==> config.mk <==
export PLATFORM = sky130hd
export DESIGN_NAME = canvas_pool
export DESIGN_NICKNAME = d
export VERILOG_FILES = /design/src/rtl/canvas_pkg.sv /design/src/rtl/canvas_pool_band.sv /design/src/rtl/canvas_pool.sv
export SDC_FILE = /design/constraint.sdc
export NUM_CORES = 1
export LEC_CHECK = 0
export CAP_MARGIN = 20
export CORE_ASPECT_RATIO = 0.9
export CORE_MARGIN = 3
export CORE_UTILIZATION = 41
export CTS_CLUSTER_SIZE = 10
export DETAILED_ROUTE_END_ITERATION = 6
export GPL_TIMING_DRIVEN = 0
export PLACE_DENSITY_LB_ADDON = 0.2
export REMOVE_ABC_BUFFERS = 1
export SYNTH_ARGS = -nofsm -noshare
export SYNTH_HDL_FRONTEND = slang
export SYNTH_SLANG_ARGS = --single-unit
==> constraint.sdc <==
create_clock -name clk -period 6.33 [get_ports clk]
set_input_delay 0.9495 -clock clk [delete_from_list [all_inputs] [get_ports clk]]
set_output_delay 0.9495 -clock clk [all_outputs]
set_load 0.02 [all_outputs]
==> src/rtl/canvas_pkg.sv <==
// Shared geometry constants and FSM state encoding for the canvas pooling block.
package canvas_pkg;
  localparam int CANVAS_DIM = 32;
  localparam int CANVAS_AW  = 10;
  localparam int CELL_DIM   = 4;
  localparam int GRID_DIM   = 8;

  typedef enum logic [1:0] {
    IDLE  = 2'd0,
    SCAN  = 2'd1,
    DRAIN = 2'd2,
    HOLD  = 2'd3
  } pool_state_e;
endpackage

==> src/rtl/canvas_pool_band.sv <==
// Eight saturating per-cell counters for the 4-row band currently being scanned,
// with threshold compare that already includes the pixel arriving this cycle.
module canvas_pool_band
  import canvas_pkg::*;
#(
  parameter int POOL_THRESH = 1
) (
  input  logic                clk,
  input  logic                rst_n,
  input  logic                clear,
  input  logic                pix_vld,
  input  logic [2:0]          pix_cx,
  input  logic                pix_data,
  input  logic                flush,
  output logic [GRID_DIM-1:0] cell_hit
);

  localparam logic [4:0] THRESH  = 5'(POOL_THRESH);
  localparam logic [4:0] CNT_MAX = 5'(CELL_DIM * CELL_DIM);

  logic [4:0] cnt_q [GRID_DIM];
  logic [4:0] cnt_d [GRID_DIM];

  // hit is taken from the updated count so the band's last pixel is included
  always_comb begin
    cell_hit = '0;
    for (int i = 0; i < GRID_DIM; i++) begin
      cnt_d[i] = cnt_q[i];
      if (pix_vld && pix_data && (pix_cx == 3'(i)) && (cnt_q[i] < CNT_MAX))
        cnt_d[i] = cnt_q[i] + 5'd1;
      cell_hit[i] = (cnt_d[i] >= THRESH);
      if (clear || flush)
        cnt_d[i] = '0;
    end
  end

  always_ff @(posedge clk or negedge rst_n) begin
    if (!rst_n) begin
      for (int i = 0; i < GRID_DIM; i++) cnt_q[i] <= '0;
    end else begin
      for (int i = 0; i < GRID_DIM; i++) cnt_q[i] <= cnt_d[i];
    end
  end

endmodule

==> src/rtl/canvas_pool.sv <==
// Scans the 32x32 canvas RAM once per start and pools it into an 8x8 feature grid,
// holding the result until the consumer accepts it.
module canvas_pool
  import canvas_pkg::*;
#(
  parameter int POOL_THRESH = 1
) (
  input  logic                 clk,
  input  logic                 rst_n,
  input  logic                 start,
  input  logic [8:0]           block_pos,
  output logic                 rd_en,
  output logic [CANVAS_AW-1:0] rd_addr,
  input  logic                 rd_data,
  output logic [63:0]          feat,
  output logic [8:0]           feat_pos,
  output logic [10:0]          pix_count,
  output logic                 empty,
  output logic                 feat_valid,
  input  logic                 feat_ready,
  output logic                 busy
);

  pool_state_e          state_q, state_d;
  logic [CANVAS_AW-1:0] addr_q, addr_d;
  logic [CANVAS_AW-1:0] paddr_q, paddr_d;
  logic                 pvld_q, pvld_d;
  logic [8:0]           pos_q, pos_d;
  logic [63:0]          feat_q, feat_d;
  logic [10:0]          cnt_q, cnt_d;
  logic                 clear;
  logic                 band_flush;
  logic [GRID_DIM-1:0]  cell_hit;

  always_ff @(posedge clk or negedge rst_n) begin
    if (!rst_n) state_q <= IDLE;
    else        state_q <= state_d;
  end

  always_comb begin
    state_d = state_q;
    unique case (state_q)
      IDLE:    if (start) state_d = SCAN;
      SCAN:    if (addr_q == CANVAS_AW'(CANVAS_DIM * CANVAS_DIM - 1)) state_d = DRAIN;
      DRAIN:   state_d = HOLD;
      HOLD:    if (feat_ready) state_d = IDLE;
      default: state_d = IDLE;
    endcase
  end

  always_comb begin
    rd_en      = (state_q == SCAN);
    busy       = (state_q != IDLE);
    feat_valid = (state_q == HOLD);
    empty      = feat_valid && (cnt_q == '0);
    rd_addr    = addr_q;
    feat       = feat_q;
    feat_pos   = pos_q;
    pix_count  = cnt_q;
  end

  // RAM data lags the address by one cycle, so its address rides along in paddr
  assign band_flush = pvld_q && (paddr_q[6:5] == 2'b11) && (paddr_q[4:0] == 5'd31);

  always_comb begin
    addr_d  = addr_q;
    pos_d   = pos_q;
    feat_d  = feat_q;
    cnt_d   = cnt_q;
    clear   = 1'b0;
    pvld_d  = rd_en;
    paddr_d = addr_q;
    if (state_q == IDLE && start) begin
      addr_d = '0;
      pos_d  = block_pos;
      feat_d = '0;
      cnt_d  = '0;
      clear  = 1'b1;
    end else if (state_q == SCAN) begin
      addr_d = addr_q + 1'b1;
    end
    if (pvld_q && rd_data && (cnt_q < 11'd1024))
      cnt_d = cnt_q + 11'd1;
    if (band_flush) begin
      for (int cx = 0; cx < GRID_DIM; cx++)
        feat_d[{paddr_q[9:7], 3'(cx)}] = cell_hit[cx];
    end
  end

  always_ff @(posedge clk or negedge rst_n) begin
    if (!rst_n) begin
      addr_q  <= '0;
      paddr_q <= '0;
      pvld_q  <= 1'b0;
      pos_q   <= '0;
      feat_q  <= '0;
      cnt_q   <= '0;
    end else begin
      addr_q  <= addr_d;
      paddr_q <= paddr_d;
      pvld_q  <= pvld_d;
      pos_q   <= pos_d;
      feat_q  <= feat_d;
      cnt_q   <= cnt_d;
    end
  end

  canvas_pool_band #(.POOL_THRESH(POOL_THRESH)) u_band (
    .clk      (clk),
    .rst_n    (rst_n),
    .clear    (clear),
    .pix_vld  (pvld_q),
    .pix_cx   (paddr_q[4:2]),
    .pix_data (rd_data),
    .flush    (band_flush),
    .cell_hit (cell_hit)
  );

endmodule

# After elaboration in Yosys (flattened, before gate mapping)
# Index checks and enable logic that the tools add are counted.
# op_classes
n_addsub	10
mul	0
div	0
order_cmp	33
n_eq_ne	16
shift	0
n_mux	51
n_bitwise	0
reduce_logical	38
# op_table
cell	count
$bwmux W64	8
$mux W64	2
$mux W5	16
$lt A6 B7 Y1 const B	8
$ge A6 B1 Y1 const B	8
$add A5 B1 Y5 const B	8
$ge A5 B1 Y1 const B	8
$lt A5 B5 Y1 const B	8
$logic_and A1 B1 Y1	30
$demux W1 S3	8
$mux W11	2
$mux W10	2
$eq A3 B3 Y1 const B	4
$add A11 B1 Y11 const B	1
$logic_not A11 Y1	1
$lt A11 B11 Y1 const B	1
$add A10 B1 Y10 const B	1
$eq A10 B10 Y1 const B	1
$mux W1	9
$pmux W2 S4	1
$eq A2 B2 Y1 const B	3
$eq A3 B2 Y1 const B	2
$mux W2	3
$reduce_bool A2 Y1	3
other kinds (9)	10
# totals
ff_bits	147
latch_bits	0
ram_bits	0
mem_bits_ro	0
wordCells	163
memories	0

# Logic depth before layout (Yosys ltp)
# Gate-level depths: netlist of the first run.
# depth
word_depth	14
ltp_mapped	7

# Hierarchy
# Synthesis of the first run repeated with hierarchy kept, for this count alone.
# hier_totals
hier_cells	669
area_unflattened_um2	6796.5
# by_module_without_submodules
mod	instances	cells_each	area_each_um2	seq_area_each_um2
canvas_pool	1	423	4367.9	2677.6
canvas_pool_band	1	246	2428.6	1001.0

# Worst setup path after synthesis of the first run
# Ideal clock, no wire load.
# synth_path
kind	reg2out
start	register cnt_q[0], in the netlist pix_count[0]
end	output empty
t_arrival_ps	1591
t_required_ps	5380
setup_slack_ps	3790
path_stages_with_launch	6
path_buffers	0
path_cell_list	dfrtp_1 -> inv_1 -> ha_1 -> nor4b_1 -> nand2_1 -> nor4_1
# synth_between
elab_chain_cells	2
# synth_lines
item	line	source
from (decl)	canvas_pool.sv:30	logic [10:0] cnt_q, cnt_d;
from (signal assigned)	canvas_pool.sv:104	cnt_q <= cnt_d;
$logic_not A11 Y1	canvas_pool.sv:55	empty = feat_valid && (cnt_q == '0);
$logic_and A1 B1 Y1	canvas_pool.sv:55	
to (decl)	canvas_pool.sv:18	output logic empty,
# Every way passes these cells.

# Worst setup path in the final report of the first run
# Same ends and word-level chain as after synthesis.

==> flow_metrics.tcl, run 1 <==
set metrics [dict create \
    reg2reg_slack_ns 3.83 \
    max_freq_mhz 317 \
    drt_wl_total_mm 16.3 \
    dr_total_vias 5395 \
    coreArea_mm2 0.0162 \
    grt-ovfl-total 0 \
    synth_area_leaders "dfrtp_1, nand3_1, nor2_1" \
    fin_util_pct 53.8 \
    yosys.area.top_type_share_pct 54.0 \
    insertion_delay_ns 0.42 \
    path_clk_slew_ns 0.06 \
    syn_area_mm2 0.00681 \
    cp.arrival_ns 2.20 \
    synth_cell_types 55 \
    syn_inst 668 \
    yosysWarnings 0 \
    final_design_area_no_fill_mm2 0.00870 \
    synth-main-ff-cell "dfrtp_1" \
    cts_setup_buffers 0 \
    cts.sinks 147 \
    antenna_found_initial 0 \
    final_max_slew_viol_count 0 \
    fin_crit_ns 3.15 \
    hold_class "in2async" \
    setup_viol_count_final 0 \
    cts_root_buffer "clkbuf_16" \
    hold_violations 0 \
    io_buffers 111 \
    timing.final.ws_setup_ns 3.18 \
    worst_slew_pin_slew_ns 0.980 \
    grt_first_pass_wirelength_mm 27.3 \
    antenna_left 0 \
    numCtsBuffers 17 \
    cp_top_family "buffers and inverters" \
    end_kind "output port" \
    r2r-start "pvld_q$_DFF_PN0_" \
    pre_cts_ws_ns 2.77 \
    fin_tns_setup_ns 0 \
    diodes 0 \
    grt_pass1_vias 5355 \
    leakagePower_nw 3.83 \
    fp-row-count 44 \
    finish.net_count 793 \
    slowest_stage "clkdlybuf4s50_1" \
    fillerInstances 1414 \
    fin_worst_skew_ns 0.00980 \
    cts.repair.resized 0 \
    cp_num_buf_inv 2 \
    postCtsHoldBufs 0 \
    worstPathMaxFanout 7 \
    die_x_um 142 \
    power_density_mw_per_mm2 313 \
    dpl.hpwl_mm 11.0 \
    crit_chain "inv_1 > ha_1 > nor4b_1 > nand2_1 > nor4_1 > clkdlybuf4s50_1" \
    viasPerCell 5.49 \
    dieArea_mm2 0.0182 \
    cap_violations 0 \
    ys_seq_elements 147 \
    crit_path_start_kind "register" \
    required_ns 5.38 \
    drive_gt1_share_pct 6.84 \
    cts_max_level 4 \
    areaGrowthSynthToFinish_pct 27.7 \
    worstSetupPathType "reg2out" \
    track_usage_pct 18.7 \
    clock_path_buffers 2 \
    peakVddDrop_uv 303 \
    cts_tree "built" \
    synthArstFlopShare_pct 100 \
    initialDrtViolationCount 396 \
    syn-mean-instance-area_um2 10.2 \
    yosysTopAreaCell "dfrtp_1" \
    fin_crit_sh_pct 49.8 \
    wl_per_cell_um 16.6 \
    rsz0062_at_grt "false" \
    drc_errors 0 \
    yosysSeqAreaShare_pct 54.0 \
    status "completed" \
    routabilityCongestion 0.818 \
    fp.dieH_um 128 \
    synth-edff-count 0 \
    dr.pass1.iters 5 \
    io_pins 112 \
    slew_headroom_pct 34.1 \
    placed_area_mm2 0.00809 \
    start_util_pct 42.1 \
    grt_max_degree 102 \
    cp_slowest_stage_delay_ns 0.65 \
    cp-startpoint "pix_count[0]$_DFFE_PN0P_" \
]
path summary, 6_finish.rpt:
path | depth (start not counted) | endpoint
min in group clk | 2 | feat_pos[2]$_DFFE_PN0P_
max reg2reg | 4 | feat[32]$_DFF_PN0_
max in group asynchronous | 2 | rd_addr[5]$_DFFE_PN0P_
max | 6 | empty
min | 1 | u_band.cnt_q[13]$_DFF_PN0_
min reg2reg | 2 | feat_pos[2]$_DFFE_PN0P_
layer usage:
layer	track usage, %	share of wire (%)	vias to the layer above
li1	-	-	2582
met1	25.9	46	2615
met3	4.36	5.7	15
met5	0	0	-
met4	5.08	1.1	0
met2	29.8	47	183
cell usage after synthesis (4+ instances only):
cell      count
dfrtp_1     147
nor2_1       64
nand2_1      62
nand3_1      53
a21oi_1      45
clkbuf_1     31
o21ai_1      26
xnor2_1      24
mux2i_1      22
o21ai_0      18
ha_1         16
nand4_1      13
nor4_1       13
inv_1        12
nor3_1       12
and3_1       10
o211ai_1      8
xor2_1        8
a41oi_1       7
or3_1         7
and3b_1       5
nand2b_1      5
nor4_2        5
and4_1        4
buf_2         4
nand4b_1      4
cell type report:
cell class / count / area [µm²] / share of cell area (%)
Multi-Input combinational cell: 472 / 2950 / 33.9
Clock inverter: 9 / 128 / 1.47
Timing Repair Buffer: 113 / 1160 / 13.3
Tap cell: 207 / 259 / 2.98
Clock buffer: 22 / 484 / 5.56
Inverter: 12 / 45.0 / 0.517
Sequential cell: 147 / 3680 / 42.3
layout by cell type (no fill, tap or decap), drive strengths merged, types with 7 or more instances in the layout:
cell type	instances
a21oi	45
a41oi	7
and3	10
clkbuf	22
clkdlybuf4s50	110
dfrtp	147
ha	16
inv	12
mux2i	22
nand2	62
nand3	53
nand4	15
nor2	64
nor3	13
nor4	18
o211ai	8
o21ai	44
or3	8
xnor2	24
xor2	8
cells by family after synthesis:
kind of cell / Yosys count / share of synthesized area, %
multiplexers: 23 / 3.40
flip-flops: 147 / 54.0
adder cells (fa/ha/maj): 16 / 2.94
AND/OR/NAND/NOR: 281 / 21.9
AO/OA/AOI/OAI: 120 / 10.7
buffers and inverters: 49 / 2.99
XOR/XNOR: 32 / 4.11
power by group:
part	internal [mW]	switching (mW)
registers	1.01	0.0860
clock network	0.657	0.372
logic	0.223	0.371
total	1.89	0.829
per-stage QoR:
| step | hold slack [ns] | total power [mW] | cells |
|---|---|---|---|
| floorplan | 0.505 | 1.44 | 631 |
| global placement | 0.459 | 1.68 | 949 |
| detailed placement | 0.460 | 1.71 | 951 |
| CTS | 0.474 | 2.75 | 982 |
| global route | 0.493 | 2.87 | 982 |
| finish | 0.462 | 2.72 | 982 |
flip-flops by register name (all words and copies together) (netlist names):
register and count:
feat 64, feat_pos 9, paddr_q 10, pix_count 11, pvld_q 1, rd_addr 10, state_q 2, u_band.cnt_q 40
Power figures use the tool's default switching activity.
==> run 2: changes to the inputs <==
clock period = 3.3 ns   (was 6.33 ns; I/O delays follow)
==> results of run 2 <==
Same layout as run 1 (identical final DEF). Status: completed.
Among the figures that moved: setup slack after placement 2.77 ns -> 0.197 ns; setup slack after layout 3.18 ns -> 0.602 ns; hold slack 0.462 ns -> 0.00785 ns; register-to-register setup slack 3.83 ns -> 0.80 ns; total power 2.72 mW -> 5.22 mW; worst IR drop on VDD 303 µV -> 581 µV
